$ cat config.mk
export PLATFORM = sky130hd
export DESIGN_NAME = calcutec_seq_ctrl
export DESIGN_NICKNAME = d
export VERILOG_FILES = /design/src/rtl/calcutec_ctrl_pkg.sv /design/src/rtl/ctrl_down_counter.sv /design/src/rtl/calcutec_seq_ctrl.sv
export SDC_FILE = /design/constraint.sdc
export NUM_CORES = 1
export LEC_CHECK = 0
export CORE_MARGIN = 2
export CORE_UTILIZATION = 34
export CTS_CLUSTER_DIAMETER = 200
export DETAILED_ROUTE_END_ITERATION = 12
export HOLD_SLACK_MARGIN = 0.1
export PLACE_DENSITY = 0.67
export SYNTH_ARGS = -nofsm -noshare
export SYNTH_HDL_FRONTEND = slang
export SYNTH_SLANG_ARGS = --single-unit
$ cat constraint.sdc
create_clock -name clk -period 6.15 [get_ports clk]
set_input_delay 1.23 -clock clk [delete_from_list [all_inputs] [get_ports clk]]
set_output_delay 1.23 -clock clk [all_outputs]
set_load 0.01 [all_outputs]
$ cat src/rtl/calcutec_ctrl_pkg.sv
// Shared types and constants for the CalcuTEC host-side sequencer.
package calcutec_ctrl_pkg;

  localparam int CTRL_ADDR_W = 5;
  localparam int CTRL_DATA_W = 32;

  localparam logic [1:0] OP_LOAD = 2'b00;
  localparam logic [1:0] OP_RUN  = 2'b01;
  localparam logic [1:0] OP_READ = 2'b10;
  localparam logic [1:0] OP_NOP  = 2'b11;

  typedef enum logic [2:0] {
    ST_IDLE    = 3'd0,
    ST_LOAD    = 3'd1,
    ST_RUN     = 3'd2,
    ST_RD_WAIT = 3'd3,
    ST_RD_HOLD = 3'd4
  } state_t;

endpackage

$ cat src/rtl/ctrl_down_counter.sv
// Loadable down counter with a zero flag; load has priority over decrement,
// and decrement saturates at zero.
module ctrl_down_counter #(
  parameter int WIDTH = 8
) (
  input  logic             clk,
  input  logic             rst_n,
  input  logic             load,
  input  logic [WIDTH-1:0] load_val,
  input  logic             dec,
  output logic             zero
);

  localparam logic [WIDTH-1:0] CNT_ZERO = {WIDTH{1'b0}};
  localparam logic [WIDTH-1:0] CNT_ONE  = {{(WIDTH-1){1'b0}}, 1'b1};

  logic [WIDTH-1:0] count_r;

  // Count register
  always_ff @(posedge clk or negedge rst_n) begin
    if (!rst_n) begin
      count_r <= CNT_ZERO;
    end else if (load) begin
      count_r <= load_val;
    end else if (dec && (count_r != CNT_ZERO)) begin
      count_r <= count_r - CNT_ONE;
    end else begin
      count_r <= count_r;
    end
  end

  assign zero = (count_r == CNT_ZERO);

endmodule

$ cat src/rtl/calcutec_seq_ctrl.sv
// Host-side sequencer for the CalcuTEC core: loads the program, runs the core
// for a bounded number of cycles and streams data memory back to the host.
module calcutec_seq_ctrl
  import calcutec_ctrl_pkg::*;
#(
  parameter int ADDR_W = CTRL_ADDR_W,
  parameter int DATA_W = CTRL_DATA_W,
  parameter int CNT_W  = 16,
  parameter int RD_LAT = 1
) (
  input  logic              clk,
  input  logic              rst_n,
  input  logic              cmd_valid,
  output logic              cmd_ready,
  input  logic [1:0]        cmd_op,
  input  logic [ADDR_W-1:0] cmd_addr,
  input  logic [ADDR_W:0]   cmd_len,
  input  logic [CNT_W-1:0]  cmd_cycles,
  input  logic              abort,
  input  logic              prog_valid,
  output logic              prog_ready,
  input  logic [DATA_W-1:0] prog_data,
  output logic              write_ins,
  output logic [ADDR_W-1:0] ins_address,
  output logic [DATA_W-1:0] ins,
  output logic              cpu_run,
  output logic [ADDR_W-1:0] result_add,
  input  logic [DATA_W-1:0] resultado_out,
  output logic              res_valid,
  input  logic              res_ready,
  output logic [DATA_W-1:0] res_data,
  output logic              busy,
  output logic              done
);

  localparam int LAT_W = 2;
  localparam logic [ADDR_W-1:0] ADDR_ONE = {{(ADDR_W-1){1'b0}}, 1'b1};
  localparam logic [ADDR_W:0]   LEN_ZERO = {(ADDR_W+1){1'b0}};
  localparam logic [ADDR_W:0]   LEN_ONE  = {{ADDR_W{1'b0}}, 1'b1};
  localparam logic [CNT_W-1:0]  CYC_ZERO = {CNT_W{1'b0}};
  localparam logic [CNT_W-1:0]  CYC_ONE  = {{(CNT_W-1){1'b0}}, 1'b1};
  localparam logic [LAT_W-1:0]  LAT_LOAD = LAT_W'(RD_LAT - 1);

  state_t state_r, state_nxt;
  logic [ADDR_W-1:0] addr_r, addr_nxt;

  logic accept_s, prog_hs_s, res_hs_s, abort_s, cmd_empty_s;
  logic wcnt_load_s, wcnt_dec_s, wcnt_zero_s;
  logic ccnt_load_s, ccnt_dec_s, ccnt_zero_s;
  logic lcnt_load_s, lcnt_dec_s, lcnt_zero_s;
  logic [ADDR_W:0] wcnt_val_s;

  logic              write_ins_nxt, cpu_run_nxt, res_valid_nxt, done_nxt;
  logic [ADDR_W-1:0] ins_address_nxt, result_add_nxt;
  logic [DATA_W-1:0] ins_nxt, res_data_nxt;

  assign accept_s  = cmd_valid & cmd_ready;
  assign prog_hs_s = prog_valid & prog_ready;
  assign res_hs_s  = res_valid & res_ready;
  assign abort_s   = abort & (state_r != ST_IDLE);
  assign cmd_empty_s = (cmd_op == OP_NOP) ||
                       ((cmd_op == OP_RUN) && (cmd_cycles == CYC_ZERO)) ||
                       ((cmd_op != OP_RUN) && (cmd_len == LEN_ZERO));

  ctrl_down_counter #(.WIDTH(ADDR_W+1)) u_word_cnt (
    .clk(clk), .rst_n(rst_n), .load(wcnt_load_s), .load_val(wcnt_val_s),
    .dec(wcnt_dec_s), .zero(wcnt_zero_s)
  );

  ctrl_down_counter #(.WIDTH(CNT_W)) u_cycle_cnt (
    .clk(clk), .rst_n(rst_n), .load(ccnt_load_s), .load_val(cmd_cycles - CYC_ONE),
    .dec(ccnt_dec_s), .zero(ccnt_zero_s)
  );

  ctrl_down_counter #(.WIDTH(LAT_W)) u_lat_cnt (
    .clk(clk), .rst_n(rst_n), .load(lcnt_load_s), .load_val(LAT_LOAD),
    .dec(lcnt_dec_s), .zero(lcnt_zero_s)
  );

  // State register
  always_ff @(posedge clk or negedge rst_n) begin
    if (!rst_n) begin
      state_r <= ST_IDLE;
    end else begin
      state_r <= state_nxt;
    end
  end

  // Next-state logic; abort overrides every busy state
  always_comb begin
    state_nxt = state_r;
    if (abort_s) begin
      state_nxt = ST_IDLE;
    end else begin
      case (state_r)
        ST_IDLE: begin
          if (accept_s && !cmd_empty_s) begin
            case (cmd_op)
              OP_LOAD: state_nxt = ST_LOAD;
              OP_RUN:  state_nxt = ST_RUN;
              OP_READ: state_nxt = ST_RD_WAIT;
              default: state_nxt = ST_IDLE;
            endcase
          end else begin
            state_nxt = ST_IDLE;
          end
        end
        ST_LOAD:    state_nxt = wcnt_zero_s ? ST_IDLE : ST_LOAD;
        ST_RUN:     state_nxt = ccnt_zero_s ? ST_IDLE : ST_RUN;
        ST_RD_WAIT: state_nxt = lcnt_zero_s ? ST_RD_HOLD : ST_RD_WAIT;
        ST_RD_HOLD: begin
          if (res_hs_s) begin
            state_nxt = wcnt_zero_s ? ST_IDLE : ST_RD_WAIT;
          end else begin
            state_nxt = ST_RD_HOLD;
          end
        end
        default: state_nxt = ST_IDLE;
      endcase
    end
  end

  // Output logic: handshakes, counter control and next values of registered outputs
  always_comb begin
    cmd_ready       = (state_r == ST_IDLE);
    prog_ready      = (state_r == ST_LOAD) && !wcnt_zero_s && !abort;
    busy            = (state_r != ST_IDLE);
    write_ins_nxt   = 1'b0;
    cpu_run_nxt     = 1'b0;
    res_valid_nxt   = 1'b0;
    done_nxt        = 1'b0;
    ins_address_nxt = ins_address;
    ins_nxt         = ins;
    result_add_nxt  = result_add;
    res_data_nxt    = res_data;
    addr_nxt        = addr_r;
    wcnt_load_s     = 1'b0;
    wcnt_val_s      = cmd_len;
    wcnt_dec_s      = 1'b0;
    ccnt_load_s     = 1'b0;
    ccnt_dec_s      = 1'b0;
    lcnt_load_s     = 1'b0;
    lcnt_dec_s      = 1'b0;
    if (abort_s) begin
      done_nxt = 1'b0;
    end else begin
      case (state_r)
        ST_IDLE: begin
          if (accept_s && cmd_empty_s) begin
            done_nxt = 1'b1;
          end else if (accept_s) begin
            addr_nxt = cmd_addr;
            case (cmd_op)
              OP_LOAD: wcnt_load_s = 1'b1;
              OP_RUN: begin
                ccnt_load_s = 1'b1;
                cpu_run_nxt = 1'b1;
              end
              OP_READ: begin
                // READ counts words left after the current one
                wcnt_load_s    = 1'b1;
                wcnt_val_s     = cmd_len - LEN_ONE;
                lcnt_load_s    = 1'b1;
                result_add_nxt = cmd_addr;
              end
              default: done_nxt = 1'b0;
            endcase
          end else begin
            done_nxt = 1'b0;
          end
        end
        ST_LOAD: begin
          if (prog_hs_s) begin
            write_ins_nxt   = 1'b1;
            ins_address_nxt = addr_r;
            ins_nxt         = prog_data;
            addr_nxt        = addr_r + ADDR_ONE;
            wcnt_dec_s      = 1'b1;
          end else if (wcnt_zero_s) begin
            done_nxt = 1'b1;
          end else begin
            write_ins_nxt = 1'b0;
          end
        end
        ST_RUN: begin
          if (ccnt_zero_s) begin
            done_nxt = 1'b1;
          end else begin
            cpu_run_nxt = 1'b1;
            ccnt_dec_s  = 1'b1;
          end
        end
        ST_RD_WAIT: begin
          if (lcnt_zero_s) begin
            res_valid_nxt = 1'b1;
            res_data_nxt  = resultado_out;
          end else begin
            lcnt_dec_s = 1'b1;
          end
        end
        ST_RD_HOLD: begin
          if (!res_hs_s) begin
            res_valid_nxt = 1'b1;
          end else if (wcnt_zero_s) begin
            done_nxt = 1'b1;
          end else begin
            addr_nxt       = addr_r + ADDR_ONE;
            result_add_nxt = addr_r + ADDR_ONE;
            wcnt_dec_s     = 1'b1;
            lcnt_load_s    = 1'b1;
          end
        end
        default: done_nxt = 1'b0;
      endcase
    end
  end

  // Registered outputs and working address
  always_ff @(posedge clk or negedge rst_n) begin
    if (!rst_n) begin
      write_ins   <= 1'b0;
      ins_address <= {ADDR_W{1'b0}};
      ins         <= {DATA_W{1'b0}};
      cpu_run     <= 1'b0;
      result_add  <= {ADDR_W{1'b0}};
      res_valid   <= 1'b0;
      res_data    <= {DATA_W{1'b0}};
      done        <= 1'b0;
      addr_r      <= {ADDR_W{1'b0}};
    end else begin
      write_ins   <= write_ins_nxt;
      ins_address <= ins_address_nxt;
      ins         <= ins_nxt;
      cpu_run     <= cpu_run_nxt;
      result_add  <= result_add_nxt;
      res_valid   <= res_valid_nxt;
      res_data    <= res_data_nxt;
      done        <= done_nxt;
      addr_r      <= addr_nxt;
    end
  end

endmodule

==> summary.txt <==
final-stage net count = 775
grt total ovfl = 0
post-DP HPWL = 10.6 mm
dpl ws = 1250 ps
Metal-1 WL = 5.94 mm
post-synth top area cell = dfrtp_1
CP bufs+invs = 1
first-pass GRT wire length = 23.1 mm
number of buffers created by CTS = 9
FILL cells = 1525
Critical Path AT = 4810 ps
Post-Syn Nets = 598
Hold Buf Count CTS = 0
number of core rows = 47
worst-case clock buffer depth = 2
CTS Root Buffer Type = clkbuf_16
DRT iter0 DRCs = 272
post-synth top area share = 0.479
final setup fails = 0
Die Width = 134 µm
Setup Crit Path Kind = in -> reg
count leader, synth = dfrtp_1
Slew @ Worst Pin = 847 ps
Synth Cell Area = 0.00575 mm²
antenna violations before repair = 1
P_sw = 1.13 mW
slowest CP cell = or4b_1
initial core utilization = 0.347
Critical Path, Cell by Cell = clkdlybuf4s50_1, nor4_4, nand4_2, o31ai_4, mux2i_1, ha_1, or4b_1, nor3_4, o21ai_2, or4_1, a31oi_1
Max Slew Vio Count = 0
Placeable Area = 0.0166 mm²
clock network power share = 0.168
HP Class = reg -> reg
nature of the critical path endpoint = register
Finished Layout Cells = 891
drt wl/cell = 16.0 µm
GRT Overall Usage = 0.160
Sw Ratio = 0.340
Design Power = 3.32 mW
total wire length = 14.2 mm
crit path time final = 4540 ps
final hold vios = 0
met3 WL = 1.16 mm
Syn. warnings = 0
gp weighted congestion = 0.847
DR vias/cell = 5.04
largest net degree at the start of global routing = 71
# DRC = 0
Reg power frac = 0.393
Routed Antenna Nets = 0
CP startpoint kind = input pin
fraction of the yosys area taken by sequential cells = 0.479
delay-heaviest family, CP = simple AND/OR/NAND/NOR gates
# resized after CTS = 0
Boundary Pins = 180
fmax = 0.220 GHz
Max IR drop VDD = 0.200 mV
Die Ht = 134 µm
vias in the first global route = 4700
worst rel slew slack = 0.435
Num Clock Sinks = 110
combinational share of power = 0.439
reg2reg path depth = 10
Synth area leaders = dfrtp_1 48%, mux2_2 11%, mux2_1 4.1%
crit path max fanout = 7
worst reg2reg setup slack = 2540 ps
Fin Setup TNS = 0 ps
Post-Syn Area per Cell = 11.8 µm²
Setup WS post-layout = 1610 ps
via count = 4488
TritonCTS clock tree = yes
final worst path period share = 0.738
status = finished, final reports clean
Worst-Skew Late Latency = 350 ps
Worst EP required = 6420 ps
hold path depth = 1
WL met2 = 6.89 mm
dpl cells = 874
uppermost layer routed = met4
Leak = 3.22 nW
htree depth = 3
#FFs+latches synth = 110
Crit. path cell count = 11
clock slew at reported path FFs = 70 ps
Synth-to-Final Area Change = 39.8%
post-synthesis cell type count = 76
max cap viols = 0
P per Cell Area = 412 mW/mm²
commonest cells in the netlist = 110 x dfrtp_1, 57 x mux2_2, 30 x nor2_1
Synth Flop Type = dfrtp_1
CP peak stage delay = 540 ps
postcts setup bufs = 0
post-synthesis async set-or-reset flop share = 1.00
DRT Pass-1 Iters = 4
share of cells above drive strength 1 = 0.157
Port Buf Inserts = 179
Post-Syn Instances = 488
Pint = 2.19 mW
number of synthesized flops with an enable pin = 0
die area = 0.0180 mm²
RSZ-0062 raised after global routing = no
Layout Skew = 6.99 ps
## final cells by class
type	count	area [µm²]	area share
antenna	1	2.50	0.000311
clock buffer	9	225	0.0280
clock inverter	7	56.3	0.00700
inverter	15	56.3	0.00700
multi-input combinational	345	2850	0.354
sequential	110	2750	0.342
tap	220	275	0.0342
timing repair buffer	184	1830	0.227
## metrics by stage
stage | util | hold WS [ps] | area [µm²]
CTS | 0.485 | 497 | 8040
finish | 0.485 | 493 | 8040
detailed placement | 0.468 | 480 | 7760
global route | 0.485 | 507 | 8040
floorplan | - | 479 | 5750
global placement | 0.468 | 470 | 7760
## power by group through the flow
stage	logic (mW)	registers, mW	clock network (mW)
3_5_place_dp	1.47	1.32	0
2_1_floorplan	0.660	1.37	0
3_3_place_gp	1.44	1.30	0
6_report	1.46	1.30	0.558
4_1_cts	1.48	1.30	0.580
5_1_grt	1.58	1.35	0.612
## state kept, by name, indices dropped and copies added (netlist names), 2 cells and up
name / flops
ins: 32
u_lat_cnt.count_r: 2
ins_address: 5
state_r: 3
res_data: 32
u_cycle_cnt.count_r: 16
result_add: 5
addr_r: 5
u_word_cnt.count_r: 6
## cell families after synthesis
group	Yosys count	share of synthesized area
AO/OA/AOI/OAI	88	0.119
XOR/XNOR	27	0.0411
adder cells (fa/ha/maj)	12	0.0257
buffers and inverters	33	0.0287
flip-flops	110	0.479
multiplexers	88	0.170
AND/OR/NAND/NOR	130	0.137
## path summary, 6_finish.rpt
check | startpoint | endpoint
setup / recovery | cmd_cycles[5] | u_cycle_cnt.count_r[10]
hold / removal | ins[9] | ins[9]
setup reg to reg | state_r[1] | u_cycle_cnt.count_r[10]
hold reg to reg | ins[9] | ins[9]
max in group asynchronous | rst_n | result_add[2]
min in group asynchronous | rst_n | u_cycle_cnt.count_r[8]
## worst register-to-register path: stages (launching register included)
cell,delay (ps)
dfrtp_1,570
or4b_4,670
nor3_2,230
o31ai_4,170
mux2i_1,180
ha_1,310
or4b_1,540
nor3_4,170
o21ai_2,110
or4_1,400
a31oi_1,180
## routing by layer
metal  GRT usage  vias up
li1            -     2154
met2       0.272      160
met4      0.0468        0
met1       0.195     2157
met5           0        -
met3      0.0514       17
## cell usage in the layout, fill, tap and decap left out, drive strengths merged, types with 5 or more instances in the layout
cell,n
a21oi,20
nand3,7
dfrtp,110
nor3,21
o21ai,10
nand2b,7
clkdlybuf4s50,178
inv,18
or3,7
nor4,6
a211oi,7
xnor2,16
nand4,6
mux2,78
nand2,18
mux2i,10
xor2,11
ha,11
buf,6
nor3b,5
clkbuf,9
nor2,31
o211ai,6
Power figures use the tool's default switching activity.
